**config.mk**
```make
export PLATFORM = sky130hd
export DESIGN_NAME = data_inf_partition_gen
export DESIGN_NICKNAME = d
export VERILOG_FILES = /design/src/rtl/data_inf_partition_gen.sv
export SDC_FILE = /design/constraint.sdc
export NUM_CORES = 1
export LEC_CHECK = 0
export ABC_CLOCK_PERIOD_IN_PS = 8900
export BUFFER_PORTS_ARGS = -buffer_cell sky130_fd_sc_hd__buf_2
export CORE_AREA = 2 2 160 162
export CTS_CLUSTER_DIAMETER = 40
export DETAILED_ROUTE_END_ITERATION = 10
export DIE_AREA = 0 0 162 164
export PLACE_DENSITY = 0.79
export SLEW_MARGIN = 30
export SYNTH_ARGS = -nofsm -noshare
export SYNTH_HDL_FRONTEND = slang
export SYNTH_SLANG_ARGS = --single-unit
```
**constraint.sdc**
```tcl
create_clock -name clock -period 8.9 [get_ports clock]
set_input_delay 0.89 -clock clock [delete_from_list [all_inputs] [get_ports clock]]
set_output_delay 0.89 -clock clock [all_outputs]
set_load 0.02 [all_outputs]
```
**src/rtl/data_inf_partition_gen.sv**
```systemverilog
// rtl/data_inf_partition_gen.sv - burst partitioner with descriptor FIFO and completion handshake
`timescale 1ns/1ps
module data_inf_partition_gen #(
    parameter int LSIZE      = 8,
    parameter int ASIZE      = 16,
    parameter int IDSIZE     = 4,
    parameter int SUBID_W    = 4,
    parameter int ADDR_STEP  = 1,
    parameter int DEPTH      = 8,
    parameter int GATE_PULSE = 1
) (
    input  logic                                       clock,
    input  logic                                       rst_n,
    input  logic [LSIZE-1:0]                           cfg_plen,
    input  logic                                       in_valid,
    output logic                                       in_ready,
    input  logic [IDSIZE+ASIZE+LSIZE-1:0]              in_data,
    output logic                                       out_valid,
    input  logic                                       out_ready,
    output logic [IDSIZE+SUBID_W+ASIZE+LSIZE:0]        out_data,
    output logic                                       pp_valid,
    input  logic                                       pp_ready,
    output logic                                       done_valid,
    input  logic                                       done_ready,
    output logic [IDSIZE+LSIZE:0]                      done_data,
    output logic                                       busy
);
    localparam int OW = IDSIZE + SUBID_W + ASIZE + LSIZE + 1;
    localparam int AW = $clog2(DEPTH);
    localparam logic [ASIZE-1:0] STEP  = ASIZE'(ADDR_STEP);
    localparam logic [LSIZE:0]   ONE_L = (LSIZE+1)'(1);

    typedef enum logic [2:0] {IDLE, LOCK, WAT_PP, PUSH, DRAIN, DONE} state_t;

    state_t               state_q;
    logic [IDSIZE-1:0]    id_q;
    logic [ASIZE-1:0]     addr_q;
    logic [LSIZE:0]       rem_q;
    logic [LSIZE-1:0]     plen_q;
    logic [SUBID_W-1:0]   subid_q;
    logic [LSIZE-1:0]     cnt_q;
    logic                 last_q;
    logic                 in_ready_q;
    logic                 pp_valid_q;
    logic                 done_valid_q;
    logic [IDSIZE+LSIZE:0] done_data_q;

    logic [OW-1:0]        mem_q [DEPTH];
    logic [AW:0]          wr_ptr_q;
    logic [AW:0]          rd_ptr_q;

    logic [AW:0]          fifo_cnt;
    logic                 fifo_full;
    logic                 fifo_empty;
    logic                 wr_en;
    logic                 rd_en;
    logic                 drained;
    logic [OW-1:0]        wr_data;
    logic [LSIZE:0]       p_ext;
    logic [LSIZE:0]       rem_after;

    // P is kept one bit wider so cfg_plen = all-ones gives a chunk larger than any length
    assign p_ext      = {1'b0, plen_q} + ONE_L;
    assign rem_after  = rem_q - p_ext;

    // Full is judged on the pointers before any same-cycle read, so a read never frees a slot early
    assign fifo_cnt   = wr_ptr_q - rd_ptr_q;
    assign fifo_full  = (fifo_cnt == (AW+1)'(DEPTH));
    assign fifo_empty = (wr_ptr_q == rd_ptr_q);
    assign rd_en      = !fifo_empty && out_ready;
    assign wr_en      = (state_q == PUSH) && !fifo_full;
    assign drained    = fifo_empty || ((fifo_cnt == (AW+1)'(1)) && rd_en);
    assign wr_data    = {id_q, subid_q, addr_q, (last_q ? rem_q[LSIZE-1:0] : plen_q), last_q};

    assign out_valid  = !fifo_empty;
    assign out_data   = mem_q[rd_ptr_q[AW-1:0]];
    assign in_ready   = in_ready_q;
    assign pp_valid   = pp_valid_q;
    assign done_valid = done_valid_q;
    assign done_data  = done_data_q;
    assign busy       = (state_q != IDLE);

    // Command sequencing: accept, split into chunks, wait for drain, report completion
    always_ff @(posedge clock or negedge rst_n) begin
        if (!rst_n) begin
            state_q      <= IDLE;
            id_q         <= '0;
            addr_q       <= '0;
            rem_q        <= '0;
            plen_q       <= '0;
            subid_q      <= '0;
            cnt_q        <= '0;
            last_q       <= 1'b0;
            in_ready_q   <= 1'b0;
            pp_valid_q   <= 1'b0;
            done_valid_q <= 1'b0;
            done_data_q  <= '0;
        end else begin
            case (state_q)
                IDLE: begin
                    if (in_valid && in_ready_q) begin
                        id_q       <= in_data[IDSIZE+ASIZE+LSIZE-1 -: IDSIZE];
                        addr_q     <= in_data[ASIZE+LSIZE-1 -: ASIZE];
                        rem_q      <= {1'b0, in_data[LSIZE-1:0]};
                        plen_q     <= cfg_plen;
                        subid_q    <= '0;
                        cnt_q      <= '0;
                        in_ready_q <= 1'b0;
                        state_q    <= LOCK;
                    end else begin
                        in_ready_q <= 1'b1;
                    end
                end
                LOCK: begin
                    last_q <= (rem_q < p_ext);
                    if (GATE_PULSE != 0) begin
                        pp_valid_q <= 1'b1;
                        state_q    <= WAT_PP;
                    end else begin
                        state_q    <= PUSH;
                    end
                end
                WAT_PP: begin
                    if (pp_valid_q && pp_ready) begin
                        pp_valid_q <= 1'b0;
                        state_q    <= PUSH;
                    end
                end
                PUSH: begin
                    if (!fifo_full) begin
                        rem_q   <= rem_after;
                        addr_q  <= addr_q + STEP * ASIZE'(p_ext);
                        subid_q <= subid_q + SUBID_W'(1);
                        cnt_q   <= cnt_q + LSIZE'(1);
                        last_q  <= (rem_after < p_ext);
                        if (last_q) begin
                            state_q <= DRAIN;
                        end else if (GATE_PULSE != 0) begin
                            pp_valid_q <= 1'b1;
                            state_q    <= WAT_PP;
                        end
                    end
                end
                DRAIN: begin
                    if (drained) begin
                        done_valid_q <= 1'b1;
                        done_data_q  <= {id_q, ({1'b0, cnt_q} - ONE_L)};
                        state_q      <= DONE;
                    end
                end
                DONE: begin
                    if (done_ready) begin
                        done_valid_q <= 1'b0;
                        in_ready_q   <= 1'b1;
                        state_q      <= IDLE;
                    end
                end
                default: state_q <= IDLE;
            endcase
        end
    end

    // Descriptor FIFO pointers; the extra MSB separates full from empty
    always_ff @(posedge clock or negedge rst_n) begin
        if (!rst_n) begin
            wr_ptr_q <= '0;
            rd_ptr_q <= '0;
        end else begin
            if (wr_en) wr_ptr_q <= wr_ptr_q + (AW+1)'(1);
            if (rd_en) rd_ptr_q <= rd_ptr_q + (AW+1)'(1);
        end
    end

    // Descriptor storage; contents are meaningless once the pointers are reset
    always_ff @(posedge clock) begin
        if (wr_en) mem_q[wr_ptr_q[AW-1:0]] <= wr_data;
    end
endmodule

```
==> impl_metrics.yaml <==
pwr:
  seqPwrFrac_pct: 38.8
  ir_drop_uv: 263.8
  total_power_mw: 6.786
  combPwrFrac_pct: 39.2
  p_per_area_nw_per_um2: 399.4
  p_switching_mw: 2.636
  p_clk_share_pct: 22.1
  swShare_pct: 38.85
  power.internal_mw: 4.149
  leakagePower_nw: 6.450
layout:
  fin_area_sq_um: 16990
  antenna_cells: 0
  nets: 1185
  instances_no_fill: 1470
  seq_area_sq_um: 9859
  fillers: 1630
  syn2layout_area_growth_pct: 14.24
  drive_gt1_share_pct: 24.12
  multi_input_area_sq_um: 4788
cts:
  cts_tree: "yes"
  insertion_delay_ns: 0.54
  cts_sinks: 341
  ctsHoldBuffers: 0
  cts_resized: 0
  clockBufferDepth: 3
  path_clk_slew_ns: 0.06
  numCtsBuffers: 38
  cts_root_buf: "clkbuf_16"
  post_cts_buffers: 0
  h-tree-depth: 2
global_routing:
  grt_pass1_wl_um: 50810
  gr-total-overflow: 0
  grtUsageTotal_pct: 25.16
  grt_antenna_before_repair: 0
  grt_max_degree: 70
  grt_pass1_vias: 9153
logic_synthesis:
  synth_edf_count: 264
  synth_flop_cell: "edfxtp_1"
  yosys-top-cells-count: "264 x edfxtp_1, 203 x nand2_1, 77 x dfrtp_1"
  synth-seq-cells: 341
  async_flop_share_pct: 22.58
  synthTopCellsByArea: "edfxtp_1 53%, dfrtp_1 13%, mux4_2 10%, nand2_1 5.1%, ha_1 2.3%"
  synth_nets: 1085
  synth_area_sq_um: 14870
  synth_top_area_share_pct: 53.31
  yosysMostFrequentCell: "edfxtp_1"
  synth_area_leader_cell: "edfxtp_1"
  ys_types: 68
  synthesis.instances: 1013
  avgSynthCellArea_sq_um: 14.68
  synth_seq_area_share_pct: 66.27
  yosysWarnings: 0
floorplan:
  coreArea_sq_um: 24820
  start_util_pct: 59.92
  die_w_um: 162
  io-pin-count: 93
  fp.dieArea_sq_um: 26570
  rows: 58
  die_h_um: 164
timing:
  worstMarginPinSlew_ns: 1.015
  layout_setup_ws_ns: 4.863
  finalSetupTns_ns: 0
  period_minus_slack_ns: 4.037
  post-route-period-util_pct: 45.36
  setup_viol_count_final: 0
  slew-limit-headroom_pct: 31.61
  drv_slew: 0
  rsz0062_at_grt: "false"
  fmax_mhz: 247.7
  clock_skew_ns: 0.03475
  hold_viol: 0
worst_setup_path:
  required_ns: 8.01
  start_kind: "flop"
  cp.arrival_ns: 3.15
  critical_path_class: "reg2out"
  worst_setup_path_end_kind: "output port"
  worst-path-max-fanout: 38
route:
  ant_nets: 0
  dr.pass1.iters: 6
  drt_iter0_drc: 935
  routed_wl_um: 32170
  vias: 8939
  routedWlPerCell_um: 21.89
  via_per_inst: 6.081
  drc_errors: 0
place:
  dp_cells: 1402
  dp_hpwl_um: 19310
  dpl-instance-area_sq_um: 15760
  io_buffers: 92
  place_ws_ns: 5.281
  globalplace.congestion: 0.8646
run:
  maxCapViolCount: 0
run_status:
  status: "finished, final reports clean"
min_path:
  hold_class: "in2async"
## cell families after synthesis
logic type / synth area share [%]
AO/OA/AOI/OAI: 5.696
XOR/XNOR: 2.625
adder cells (fa/ha/maj): 3.105
buffers and inverters: 1.994
flip-flops: 66.27
multiplexers: 11.05
AND/OR/NAND/NOR: 9.264
## cell type report
| type | count | area share (%) |
|---|---|---|
| multi-input combinational | 596 | 28.19 |
| timing repair buffer | 111 | 3.771 |
| inverter | 25 | 0.5597 |
| clock inverter | 25 | 1.333 |
| sequential | 341 | 58.04 |
| clock buffer | 42 | 5.686 |
| tap | 330 | 2.430 |
## power groups by stage
stage                     registers (mW)  clock network, mW  logic [mW]
final                               2.63               1.50        2.66
after global routing                2.69               1.58        2.94
after CTS                           2.63               1.51        2.65
after detailed placement            2.65                  0        2.62
after global placement              2.62                  0        2.54
after floorplan                     2.45                  0        2.03
## layout by cell type, fill, tap and decap left out, types with 17 or more instances in the layout
master       n
nand2_1    203
dfrtp_1     75
xor2_1      17
inv_1       21
edfxtp_1   264
nand3_1     17
mux4_2      66
xnor2_1     22
buf_2       91
ha_1        27
o21ai_0     34
a21oi_1     20
nor2_1      24
buf_4       17
clkbuf_16   38
## metal layers
layer | global-route usage (%) | vias up | routed length (um)
li1 | - | 4032 | -
met1 | 35.95 | 4494 | 13350
met2 | 41.68 | 369 | 15940
met3 | 3.712 | 44 | 2325
met4 | 6.154 | 0 | 561
met5 | 0 | - | 0
## critical path, stage by stage (launching register included)
cell     delay, ns
dfrtp_4       0.90
buf_4         0.69
mux4_2        0.59
nand2_1       0.08
nand2_1       0.13
buf_2         0.19
## registers in the layout (all words and copies together) (netlist names), 3 cells and up
name / flops
addr_q: 16
cnt_q: 8
done_data: 13
id_q: 4
mem_q: 264
plen_q: 8
rd_ptr_q: 4
rem_q: 9
state_q: 3
subid_q: 4
wr_ptr_q: 4
## per-stage QoR
| stage | util, % | hold WS (ns) |
|---|---|---|
| 2_1_floorplan | - | 0.4617 |
| 3_3_place_gp | 63.37 | 0.4610 |
| 3_5_place_dp | 63.50 | 0.4677 |
| 4_1_cts | 68.31 | 0.2210 |
| 5_1_grt | 68.45 | 0.2287 |
| 6_report | 68.45 | 0.2294 |
## final timing paths
check	from	slack (ns)	end	depth (start not counted)
worst max-delay path	rd_ptr_q[0]	4.86	out_data[0]	5
worst min-delay path	rst_n	0.23	plen_q[0]	1
worst max register to register	rd_ptr_q[0]	5.25	mem_q[7][21]	9
worst min register to register	done_data[4]	0.47	done_data[4]	2
max in group asynchronous	rst_n	7.51	rd_ptr_q[0]	2
min in group clock	done_data[4]	0.47	done_data[4]	2
Note: power is estimated with default switching activity, not from simulation.
